File: src/rtl/processor_saida_pkg.sv
// processor_saida_pkg
//   Shared definitions for the three-channel blink output block:
//   - chan_state_e : per-channel blink FSM states (IDLE / ON / OFF)
//   - ADDR_*       : Avalon-MM word addresses of the register file
//   - HALF_W       : width of the half-period register and channel counters
//   - eff_half()   : maps a programmed half-period of 0 onto 1 tick
package processor_saida_pkg;

  localparam int HALF_W = 16;

  localparam logic [1:0] ADDR_MODE = 2'd0;
  localparam logic [1:0] ADDR_HALF = 2'd1;
  localparam logic [1:0] ADDR_STAT = 2'd2;

  typedef enum logic [1:0] {
    IDLE = 2'd0,
    ON   = 2'd1,
    OFF  = 2'd2
  } chan_state_e;

  // A half-period of zero would never reach the cnt==1 reload point,
  // so it is treated as the shortest legal phase of one tick.
  function automatic logic [HALF_W-1:0] eff_half(input logic [HALF_W-1:0] h);
    return (h == '0) ? {{(HALF_W-1){1'b0}}, 1'b1} : h;
  endfunction

endpackage

File: src/rtl/processor_pin_saida_blink_if.sv
// processor_pin_saida_blink_if
//   Avalon-MM slave bus used to program the blink output block.
//   address    : word address (0 mode, 1 half, 2 status, 3 reserved)
//   chipselect : bus select
//   write_n    : active-low write strobe
//   writedata  : write data
//   readdata   : read data, zero wait states
//   Modports: master (bus host / testbench), slave (the block).
interface processor_pin_saida_blink_if;
  logic [1:0]  address;
  logic        chipselect;
  logic        write_n;
  logic [31:0] writedata;
  logic [31:0] readdata;

  modport master (
    output address, chipselect, write_n, writedata,
    input  readdata
  );

  modport slave (
    input  address, chipselect, write_n, writedata,
    output readdata
  );
endinterface

File: src/rtl/processor_saida_blink_chan.sv
// processor_saida_blink_chan
//   One output channel. In steady mode the pin follows pio with one clock
//   of latency; in blink mode an IDLE/ON/OFF FSM with a down-counter of
//   ticks toggles the pin every half_eff ticks while pio stays high.
//   Ports:
//     clk, reset_n : clock, asynchronous active-low reset
//     tick         : shared one-cycle prescaler strobe
//     mode         : current mode bit (0 steady, 1 blink)
//     mode_chg     : mode bit is being rewritten to a different value this cycle
//     pio          : channel request from the upstream PIO
//     half_eff     : half-period in ticks, already mapped so it is never 0
//     pin          : registered pin drive
module processor_saida_blink_chan
  import processor_saida_pkg::*;
(
  input  logic              clk,
  input  logic              reset_n,
  input  logic              tick,
  input  logic              mode,
  input  logic              mode_chg,
  input  logic              pio,
  input  logic [HALF_W-1:0] half_eff,
  output logic              pin
);

  chan_state_e       state;
  logic [HALF_W-1:0] cnt;
  logic              mode_nxt;

  // Mode value that becomes visible after this edge; used so the pin
  // reflects the new mode already on the cycle the change lands.
  assign mode_nxt = mode ^ mode_chg;

  always_ff @(posedge clk or negedge reset_n) begin
    if (!reset_n) begin
      state <= IDLE;
      cnt   <= '0;
      pin   <= 1'b0;
    end else if (mode_chg) begin
      state <= IDLE;
      cnt   <= '0;
      pin   <= mode_nxt ? 1'b0 : pio;
    end else if (!mode) begin
      state <= IDLE;
      cnt   <= '0;
      pin   <= pio;
    end else begin
      unique case (state)
        IDLE: begin
          if (pio) begin
            state <= ON;
            cnt   <= half_eff;
            pin   <= 1'b1;
          end else begin
            pin   <= 1'b0;
          end
        end
        ON: begin
          // Dropping the request wins over a tick arriving in the same cycle.
          if (!pio) begin
            state <= IDLE;
            cnt   <= '0;
            pin   <= 1'b0;
          end else if (tick && cnt <= {{(HALF_W-1){1'b0}}, 1'b1}) begin
            state <= OFF;
            cnt   <= half_eff;
            pin   <= 1'b0;
          end else begin
            if (tick) cnt <= cnt - 1'b1;
            pin <= 1'b1;
          end
        end
        OFF: begin
          if (!pio) begin
            state <= IDLE;
            cnt   <= '0;
            pin   <= 1'b0;
          end else if (tick && cnt <= {{(HALF_W-1){1'b0}}, 1'b1}) begin
            state <= ON;
            cnt   <= half_eff;
            pin   <= 1'b1;
          end else begin
            if (tick) cnt <= cnt - 1'b1;
            pin <= 1'b0;
          end
        end
        default: begin
          state <= IDLE;
          cnt   <= '0;
          pin   <= 1'b0;
        end
      endcase
    end
  end

endmodule

File: src/rtl/processor_pin_saida_blink.sv
// processor_pin_saida_blink
//   Three physical output pins driven either steadily from the upstream PIO
//   pattern or as blinking outputs, programmed over an Avalon-MM slave.
//   Parameters:
//     PRESC_DIV    : clk cycles per tick (2..65535)
//     HALF_DEFAULT : reset value of the half-period register, in ticks
//   Ports:
//     clk, reset_n : clock, asynchronous active-low reset
//     pio_in[2:0]  : channel request pattern from the PIO out_port
//     bus          : Avalon-MM slave (address/chipselect/write_n/writedata/readdata)
//     pin_out[2:0] : registered pin drive
//   Registers: 0 mode[2:0] (1 = blink), 1 half[15:0], 2/3 writes ignored.
//   Build option: define SAIDA_BLINK_READ_EN to build the read mux
//   (mode, half, pin_out, 0); otherwise readdata is constant 0.
module processor_pin_saida_blink
  import processor_saida_pkg::*;
#(
  parameter int PRESC_DIV    = 50000,
  parameter int HALF_DEFAULT = 250
) (
  input  logic                          clk,
  input  logic                          reset_n,
  input  logic [2:0]                    pio_in,
  processor_pin_saida_blink_if.slave    bus,
  output logic [2:0]                    pin_out
);

  logic [15:0]       presc;
  logic              tick;
  logic [2:0]        mode;
  logic [HALF_W-1:0] half;
  logic [HALF_W-1:0] half_eff;
  logic              wr_en;
  logic [2:0]        mode_chg;
  logic [2:0]        chan_pin;

  // Free-running prescaler shared by all channels.
  assign tick = (presc == 16'(PRESC_DIV - 1));

  always_ff @(posedge clk or negedge reset_n) begin
    if (!reset_n)  presc <= '0;
    else if (tick) presc <= '0;
    else           presc <= presc + 1'b1;
  end

  assign wr_en = bus.chipselect && !bus.write_n;

  // Only bits whose value actually changes restart their channel.
  assign mode_chg = (wr_en && bus.address == ADDR_MODE) ?
                    (bus.writedata[2:0] ^ mode) : 3'b000;

  always_ff @(posedge clk or negedge reset_n) begin
    if (!reset_n) begin
      mode <= '0;
      half <= HALF_W'(HALF_DEFAULT);
    end else if (wr_en) begin
      case (bus.address)
        ADDR_MODE: mode <= bus.writedata[2:0];
        ADDR_HALF: half <= bus.writedata[HALF_W-1:0];
        default:   ;
      endcase
    end
  end

  assign half_eff = eff_half(half);

  for (genvar i = 0; i < 3; i++) begin : g_chan
    processor_saida_blink_chan u_chan (
      .clk      (clk),
      .reset_n  (reset_n),
      .tick     (tick),
      .mode     (mode[i]),
      .mode_chg (mode_chg[i]),
      .pio      (pio_in[i]),
      .half_eff (half_eff),
      .pin      (chan_pin[i])
    );
  end

  assign pin_out = chan_pin;

`ifdef SAIDA_BLINK_READ_EN
  logic [31:0] rd_data;

  // Gated by reset_n so half's reset value is not visible while in reset.
  always_comb begin
    rd_data = '0;
    if (reset_n) begin
      case (bus.address)
        ADDR_MODE: rd_data = {29'b0, mode};
        ADDR_HALF: rd_data = {{(32-HALF_W){1'b0}}, half};
        ADDR_STAT: rd_data = {29'b0, pin_out};
        default:   rd_data = '0;
      endcase
    end
  end

  assign bus.readdata = rd_data;
`else
  assign bus.readdata = '0;
`endif

endmodule

File: src/flat_wrapper.sv
// flat-port wrapper written by rule: the top's interface ports become plain ports
module processor_pin_saida_blink_flat import processor_saida_pkg::*;
#(
  parameter int PRESC_DIV    = 50000,
  parameter int HALF_DEFAULT = 250
)
  (clk, reset_n, pio_in, pin_out, bus_address, bus_chipselect, bus_write_n, bus_writedata, bus_readdata);
  processor_pin_saida_blink_if bus_i ();
  input  logic clk;
  input  logic reset_n;
  input  logic [2:0] pio_in;
  output logic [2:0] pin_out;
  input wire logic [$bits(bus_i.address)-1:0] bus_address;
  input wire logic [$bits(bus_i.chipselect)-1:0] bus_chipselect;
  input wire logic [$bits(bus_i.write_n)-1:0] bus_write_n;
  input wire logic [$bits(bus_i.writedata)-1:0] bus_writedata;
  output wire logic [$bits(bus_i.readdata)-1:0] bus_readdata;
  assign bus_i.address = bus_address;
  assign bus_i.chipselect = bus_chipselect;
  assign bus_i.write_n = bus_write_n;
  assign bus_i.writedata = bus_writedata;
  assign bus_readdata = bus_i.readdata;
  processor_pin_saida_blink #(.PRESC_DIV(PRESC_DIV), .HALF_DEFAULT(HALF_DEFAULT)) u_core (.clk(clk), .reset_n(reset_n), .pio_in(pio_in), .bus(bus_i), .pin_out(pin_out));
endmodule
File: config.mk
export PLATFORM = sky130hd
export DESIGN_NAME = processor_pin_saida_blink_flat
export DESIGN_NICKNAME = d
export VERILOG_FILES = /design/src/rtl/processor_saida_pkg.sv /design/src/rtl/processor_pin_saida_blink_if.sv /design/src/rtl/processor_saida_blink_chan.sv /design/src/rtl/processor_pin_saida_blink.sv /design/src/flat_wrapper.sv
export SDC_FILE = /design/constraint.sdc
export NUM_CORES = 1
export LEC_CHECK = 0
export ABC_CLOCK_PERIOD_IN_PS = 2500
export BUFFER_PORTS_ARGS = -buffer_cell sky130_fd_sc_hd__buf_2
export CELL_PAD_IN_SITES_DETAIL_PLACEMENT = 0
export CELL_PAD_IN_SITES_GLOBAL_PLACEMENT = 1
export CORE_ASPECT_RATIO = 0.8
export CORE_UTILIZATION = 25
export DETAILED_ROUTE_END_ITERATION = 8
export PLACE_DENSITY = 0.53
export SLEW_MARGIN = 20
export SYNTH_ARGS = -nofsm -noshare
export SYNTH_HDL_FRONTEND = slang
export SYNTH_SLANG_ARGS = --single-unit
File: constraint.sdc
create_clock -name clk -period 2.5 [get_ports clk]
set_clock_uncertainty 0.05 [all_clocks]
set_input_delay 0.25 -clock clk [delete_from_list [all_inputs] [get_ports clk]]
set_output_delay 0.25 -clock clk [all_outputs]
set_load 0.03 [all_outputs]
==> results by group, run 1 <==
Run status
  • Status: complete, no violations

Critical path
  • Worst Path Required: 2.72 ns
  • Nature of the critical path endpoint: register
  • Crit Path Max Fanout: 14
  • CP startpoint kind: register
  • Critical path class: reg -> reg
  • Critical path arrival: 2.68 ns

Logic synthesis
  • Yosys warning count: 0
  • Compound-gate portion of the synthesized area: 0.164
  • Avg Cell Area, Syn: 8.98 µm²
  • Seq/Total Area, Yosys: 0.396
  • Mux contribution to synthesized area: 0.0399
  • Syn Inst Count: 649
  • Distinct cells, synth: 75
  • EDFF count, synth: 0
  • Syn Std Cell Area: 5830 µm²
  • Main combinational cell family by area after synthesis: simple AND/OR/NAND/NOR gates
  • Post-synth ARST share: 1.00
  • Dominant synthesized flop cell: dfrtp_1
  • Synth Area in Adders: 0.0408
  • Post-Synth XOR/XNOR Area: 0.0301
  • Simple-gate share of the synthesized area: 0.250
  • Post-synthesis sequential element count: 92

CTS
  • Clock slew at reported path FFs: 0.08 ns
  • Htree depth: 3
  • Clock Tree Buf Depth: 2
  • Worst skew pair latency: 0.36 ns
  • CTS tree: done
  • Cts bufs inserted: 9
  • CTS sink cnt: 92
  • Root Buffer: clkbuf_16

Place
  • Setup WS pre-CTS: -0.149 ns
  • Placement Cell Area: 6920 µm²
  • IO Port Bufs: 27
  • Detailed Place HPWL: 13.3 mm
  • Dpl cells: 1060
  • Gpl congestion: 0.833

Final layout
  • Commonest non-fill, non-tap cell in the layout: buf_4
  • Finished Cell Area: 7580 µm²
  • Layout area overhead: 30.1%
  • Share of layout cells above drive strength 1: 0.291
  • # diodes: 0
  • Filler cell count: 2392
  • Post-Layout Cell Count: 1092
  • Nets: 841
  • Layout Utilization: 0.334
  • Most frequent cells in the layout: 107 x buf_4, 86 x dfrtp_1, 79 x nand2_1, 45 x nor3_1, 44 x nor2_1

Global routing
  • First-pass GRT wire length: 30.0 mm
  • Total track usage: 0.159
  • Vias in the first global route: 5481
  • Largest net degree at the start of global routing: 43
  • Initial antenna violation count: 0
  • Global route overflow: 0

Drt
  • Initial DRC count: 371
  • Vias per Instance: 4.94
  • Total routed wirelength: 18.2 mm
  • Drt first pass iters: 5
  • Drc violations: 0
  • ANT nets after route: 0
  • Wirelength per Cell: 16.7 µm
  • Vias: 5396

Floorplan
  • Rows: 49
  • Die area: 23900 µm²
  • Starting Density: 0.257
  • I/O pins: 76
  • Die Width: 173 µm
  • Core area: 22700 µm²
  • Die height: 139 µm

STA
  • Max Fclk: 407 MHz
  • Slew HR: 0.587
  • Worst-Margin Slew: 0.620 ns
  • Period utilisation layout: 0.984
  • Final slew viol count: 0
  • Post-route setup slack: 0.0410 ns
  • Worst hold margin: 0.0661 ns
  • Final setup viols: 0
  • Unrepaired setup endpoints after global routing: true
  • Count of final hold-check violations: 0
  • Minimum clock period: 2.46 ns

Power and ir drop
  • Peak supply drop: 0.000356 V
  • P_leak: 3.44 nW
  • Pwr Density: 1010 nW/µm²

Worst hold path
  • Hold Crit Class: in -> reg

Run
  • Max-cap violations: 0
[sequential cells by signal, summed over array words and instances (netlist names)]
signal / count
u_core.half: 16
u_core.g_chan.u_chan.pin: 3
u_core.presc: 16
u_core.mode: 3
u_core.g_chan.u_chan.cnt: 48
u_core.g_chan.u_chan.state: 6
[Yosys cell counts, types with 3 or more instances]
cell type	number	area, µm²
nor4_1	12	75.1
buf_2	4	20.0
o211ai_1	7	52.6
o311ai_1	6	52.6
nor4_2	3	37.5
or4_1	10	75.1
or3_1	9	56.3
o21a_1	4	30.0
xnor2_1	7	61.3
a211oi_1	5	37.5
dfstp_2	6	158
nor4bb_1	4	40.0
o21ai_0	36	180
nand2_1	79	297
dfrtp_1	86	2150
ha_1	19	238
clkbuf_1	11	41.3
a31oi_1	3	18.8
nor3_1	47	235
a22oi_1	6	45.0
nand4bb_1	3	33.8
or2_2	3	18.8
nor2_1	45	169
a21o_1	4	30.0
and2_1	5	31.3
nand2b_1	4	25.0
and3_1	8	50.1
nand4_1	6	37.5
o221ai_1	4	35.0
a221o_1	6	60.1
mux2_2	17	191
nand3_1	23	115
o2111ai_1	3	26.3
a21oi_1	15	75.1
o21ai_1	10	50.1
o2bb2ai_1	3	26.3
xor2_1	13	114
mux2i_1	3	30.0
o311ai_0	3	26.3
inv_1	29	109
a32oi_1	3	26.3
buf_4	36	270
[final cells by class]
cell class              count  area (µm²)  share of cell area
clock buffers               9         225              0.0297
repair buffers            142        1070               0.141
inverters                  30         113              0.0149
clock inverters             7        80.1              0.0106
multi-input cells         506        3400               0.448
flip-flops and latches     92        2310               0.305
well taps                 306         383              0.0505
[per-stage QoR]
stage / TNS (ns) / power (mW)
global placement: -1.74 / 5.78
floorplan: -0.292 / 4.44
finish: 0 / 7.67
detailed placement: -1.85 / 5.82
global route: -0.271 / 8.28
CTS: -0.232 / 7.53
[worst max-delay path: stages (launching register included)]
cell,delay [ns]
dfrtp_1,0.38
or4b_4,0.56
or4_4,0.49
buf_4,0.17
a41oi_2,0.17
o211a_4,0.20
buf_12,0.13
inv_2,0.05
o221ai_1,0.17
[routing by layer]
| layer | GRT usage | wire length, µm | up-vias | part of all wire |
|---|---|---|---|---|
| li1 | - | - | 2586 | - |
| met1 | 0.218 | 8820 | 2648 | 0.48 |
| met2 | 0.256 | 8510 | 144 | 0.47 |
| met3 | 0.0332 | 694 | 18 | 0.038 |
| met4 | 0.0354 | 208 | 0 | 0.011 |
| met5 | 0 | 0 | - | 0 |
[final timing paths]
| path | startpoint | to | slack (ns) | depth (start not counted) |
|---|---|---|---|---|
| worst max-delay path | u_core.presc[7]$_DFF_PN0_ | u_core.g_chan[1].u_chan.cnt[13]$_DFFE_PN0P_ | 0.04 | 8 |
| worst min-delay path | bus_writedata[8] | u_core.half[8]$_DFFE_PN0P_ | 0.07 | 2 |
| worst max register to register | u_core.presc[7]$_DFF_PN0_ | u_core.g_chan[1].u_chan.cnt[13]$_DFFE_PN0P_ | 0.04 | 8 |
| worst min register to register | u_core.g_chan[0].u_chan.cnt[5]$_DFFE_PN0P_ | u_core.g_chan[0].u_chan.cnt[5]$_DFFE_PN0P_ | 0.47 | 1 |
| max in group asynchronous | reset_n | u_core.half[7]$_DFFE_PN1P_ | 1.25 | 3 |
| min in group asynchronous | reset_n | u_core.g_chan[2].u_chan.state[1]$_DFFE_PN0P_ | 0.40 | 2 |
[power by group]
part	internal (mW)	switching [mW]
Clock	0.793	0.669
Combinational	1.72	2.13
Sequential	1.88	0.485
[cells by family (layout without fill, tap and decap cells)]
kind of cell / count (synthesis) / in the layout
AND/OR/NAND/NOR: 277 / 277
AO/OA/AOI/OAI: 137 / 137
flip-flops: 92 / 92
buffers and inverters: 82 / 188
multiplexers: 21 / 21
XOR/XNOR: 20 / 20
adder cells (fa/ha/maj): 19 / 19
other: 1 / 32
[repair_timing]
item                       in CTS  in global routing
setup endpoints to repair      32                 51
pin swaps                      13                 11
hold endpoints to repair       38                  0
hold buffers                    1                  0
buffers inserted                6                  9
resized for setup              20                 31
(Power assumes the default switching activity.)
==> run 2, diff against run 1 <==
--- a/config.mk
+++ b/config.mk
@@ -5,6 +5,7 @@
 export SDC_FILE = /design/constraint.sdc
 export NUM_CORES = 1
 export LEC_CHECK = 0
+export ABC_AREA = 1
 export ABC_CLOCK_PERIOD_IN_PS = 2500
 export BUFFER_PORTS_ARGS = -buffer_cell sky130_fd_sc_hd__buf_2
 export CELL_PAD_IN_SITES_DETAIL_PLACEMENT = 0
@@ -12,7 +13,7 @@
 export CORE_ASPECT_RATIO = 0.8
 export CORE_UTILIZATION = 25
 export DETAILED_ROUTE_END_ITERATION = 8
-export PLACE_DENSITY = 0.53
+export PLACE_DENSITY = 0.55
 export SLEW_MARGIN = 20
 export SYNTH_ARGS = -nofsm -noshare
 export SYNTH_HDL_FRONTEND = slang
==> run 2 against run 1 <==
Against the previous run:
- clock power is 8% higher
- combinational power is 3% lower
- global-route usage is 0.52 points lower
- final cell count is 23% higher
- largest power group unchanged
- maximum frequency is 12% higher
- sequential cell count stayed put
- highest routed layer unchanged
==> results by group, run 2 <==
Drt
  • Vias per Instance: 4.31
  • Total routed wirelength: 19.1 mm
  • Drt first pass iters: 5
  • Wirelength per Cell: 14.2 µm
  • ANT nets after route: 0
  • Initial DRC count: 430
  • Vias: 5807
  • Drc violations: 0

CTS
  • CTS sink cnt: 92
  • Htree depth: 3
  • Root Buffer: clkbuf_16
  • CTS tree: done
  • Resized Gates After CTS: 0
  • Worst skew pair latency: 0.36 ns
  • Cts bufs inserted: 9
  • Clock slew at reported path FFs: 0.07 ns
  • Clock Tree Buf Depth: 2

Critical path
  • R2R cell count: 13
  • Critical path arrival: 2.40 ns
  • Crit Path Max Fanout: 13
  • R2R Path End: u_core.g_chan[0].u_chan.cnt[12]$_DFFE_PN0P_
  • Critical path class: reg -> reg
  • CP startpoint kind: register
  • Worst reg2reg startpoint: u_core.presc[0]$_DFF_PN0_
  • Worst Path Required: 2.71 ns
  • Nature of the critical path endpoint: register
  • R2r setup slk: 0.31 ns

Final layout
  • Post-Layout Cell Count: 1348
  • Register bank with the most flops: u_core.g_chan.u_chan.cnt
  • Top Registers: u_core.g_chan.u_chan.cnt (48), u_core.half (16), u_core.presc (16)
  • Layout area overhead: 13.3%
  • Commonest non-fill, non-tap cell in the layout: nand2_1
  • Share of layout cells above drive strength 1: 0.0993
  • Seq. cell area: 2310 µm²
  • Most frequent cells in the layout: 307 x nand2_1, 113 x nor2_1, 102 x inv_1, 86 x dfrtp_1, 52 x o21ai_0
  • Largest register FFs: 48
  • Multi-input gate area: 3570 µm²
  • # diodes: 0
  • Filler cell count: 2847
  • Nets: 1052

Logic synthesis
  • Dominant cell type by area after synthesis: dfrtp_1
  • Dominant synthesized flop cell: dfrtp_1
  • Synth area leaders: dfrtp_1 33%, nand2_1 18%, nor2_1 6.5%, inv_1 5.9%, buf_4 4.7%
  • Mux contribution to synthesized area: 0
  • Synth Area in Adders: 0.0364
  • EDFF count, synth: 0
  • Avg Cell Area, Syn: 6.85 µm²
  • Main combinational cell family by area after synthesis: simple AND/OR/NAND/NOR gates
  • Top cell type's share of synthesized area: 0.330
  • Most common cell in the netlist: nand2_1
  • Post-synth ARST share: 1.00
  • Simple-gate share of the synthesized area: 0.337
  • Post-Synth XOR/XNOR Area: 0.0497
  • Seq/Total Area, Yosys: 0.354
  • Yosys warning count: 0
  • Compound-gate portion of the synthesized area: 0.105
  • Post-synthesis sequential element count: 92
  • Syn Std Cell Area: 6520 µm²
  • Syn Inst Count: 952
  • Synth top cells by count: 307 x nand2_1, 113 x nor2_1, 102 x inv_1
  • Distinct cells, synth: 39

Worst hold path
  • Hold path start: bus_writedata[3]
  • Hold Crit Class: in -> reg
  • Worst Hold End: u_core.half[3]$_DFFE_PN1P_
  • Hold-critical path depth: 3

Run status
  • Status: complete, no violations

Floorplan
  • Die Width: 183 µm
  • Die height: 146 µm
  • Starting Density: 0.256
  • I/O pins: 76
  • Die area: 26700 µm²
  • Rows: 52
  • Core area: 25400 µm²

Global routing
  • Vias in the first global route: 5793
  • Global route overflow: 0
  • Total track usage: 0.154
  • First-pass GRT wire length: 31.8 mm
  • Largest net degree at the start of global routing: 43
  • Initial antenna violation count: 0

Power and ir drop
  • Internal power: 4.17 mW
  • P_sw: 3.60 mW
  • Sw Share: 0.464
  • Clock share of power: 0.203
  • Seq pwr share: 0.317
  • Pwr Density: 1050 nW/µm²
  • Power share of the combinational group: 0.480
  • P_leak: 3.84 nW
  • Peak supply drop: 0.000364 V

Place
  • Setup WS pre-CTS: 0.296 ns
  • IO Port Bufs: 27
  • Dpl cells: 1331
  • Gpl congestion: 0.778
  • Detailed Place HPWL: 14.7 mm

STA
  • Final setup viols: 0
  • Minimum clock period: 2.19 ns
  • Worst hold margin: 0.0882 ns
  • Max Fclk: 457 MHz
  • Period utilisation layout: 0.876
  • Post-route setup slack: 0.310 ns
  • Worst-Margin Slew: 0.661 ns
  • Sum Neg Setup Slack: 0 ns
  • Slew HR: 0.559
  • Final slew viol count: 0
  • Unrepaired setup endpoints after global routing: false
  • Count of final hold-check violations: 0

Run
  • Max-cap violations: 0
## run 2: cell families (layout without fill, tap and decap cells)
family	Yosys count	after routing
AOI/OAI and AO/OA	121	121
other	1	32
buffers and inverters	161	175
and+or+nand+nor	521	521
adders and majority gates	19	19
xor gates and xnor gates	37	37
DFF	92	92
## run 2: how the worst max path moves through the flow
stage                                                        to  depth (start not counted)  slack [ns]                       from
floorplan            u_core.g_chan[0].u_chan.cnt[3]$_DFFE_PN0P_                         11        0.74  u_core.presc[0]$_DFF_PN0_
global placement    u_core.g_chan[0].u_chan.cnt[12]$_DFFE_PN0P_                         13        0.30  u_core.presc[0]$_DFF_PN0_
detailed placement  u_core.g_chan[0].u_chan.cnt[12]$_DFFE_PN0P_                         13        0.30  u_core.presc[0]$_DFF_PN0_
CTS                 u_core.g_chan[0].u_chan.cnt[12]$_DFFE_PN0P_                         13        0.28  u_core.presc[0]$_DFF_PN0_
global route        u_core.g_chan[0].u_chan.cnt[12]$_DFFE_PN0P_                         13        0.09  u_core.presc[0]$_DFF_PN0_
finish              u_core.g_chan[0].u_chan.cnt[12]$_DFFE_PN0P_                         13        0.31  u_core.presc[0]$_DFF_PN0_
## run 2: worst max-delay path, stage by stage, from the launching register on
cell and delay (ns):
dfrtp_1 0.37, ha_1 0.21, nand2_1 0.10, nor2_4 0.14
nand2_2 0.11, nor2_8 0.24, nand3_4 0.21, nand2_1 0.24
buf_12 0.16, inv_1 0.04, nand2_1 0.05, o21ai_1 0.05
nand2_1 0.06, nand2_1 0.04
## run 2: through the flow
| stage | area [µm²] | util | total power [mW] |
|---|---|---|---|
| floorplan | 6640 | - | 5.17 |
| global placement | 7050 | 0.277 | 6.28 |
| detailed placement | 7050 | 0.277 | 6.25 |
| CTS | 7390 | 0.290 | 7.87 |
| global route | 7390 | 0.290 | 8.59 |
| finish | 7390 | 0.290 | 7.77 |
## run 2: final cells by class
| type | instances | area share |
|---|---|---|
| tap | 351 | 0.0594 |
| inverter | 110 | 0.0559 |
| timing repair buffer | 49 | 0.0447 |
| multi-input combinational | 730 | 0.483 |
| clock buffer | 12 | 0.0347 |
| sequential | 92 | 0.313 |
| clock inverter | 4 | 0.00982 |
## run 2: timing repair
action,4_1_cts,5_1_grt
hold buffers,1,0
endpoints found under the hold margin,33,0
setup buffers,0,0
endpoints found under the setup margin,0,0
## run 2: power groups by stage
stage          logic [mW]  registers [mW]  clock network (mW)
2_1_floorplan        2.86            2.31                   0
3_3_place_gp         3.79            2.50                   0
3_5_place_dp         3.76            2.48                   0
4_1_cts              3.78            2.46                1.64
5_1_grt              4.36            2.54                1.69
6_report             3.73            2.46                1.58
## run 2: per-layer routing
layer,up-vias,GRT usage,wire [µm]
li1,3027,-,-
met1,2695,0.223,10200
met2,70,0.231,8230
met3,15,0.0317,522
met4,0,0.0353,187
met5,-,0,0
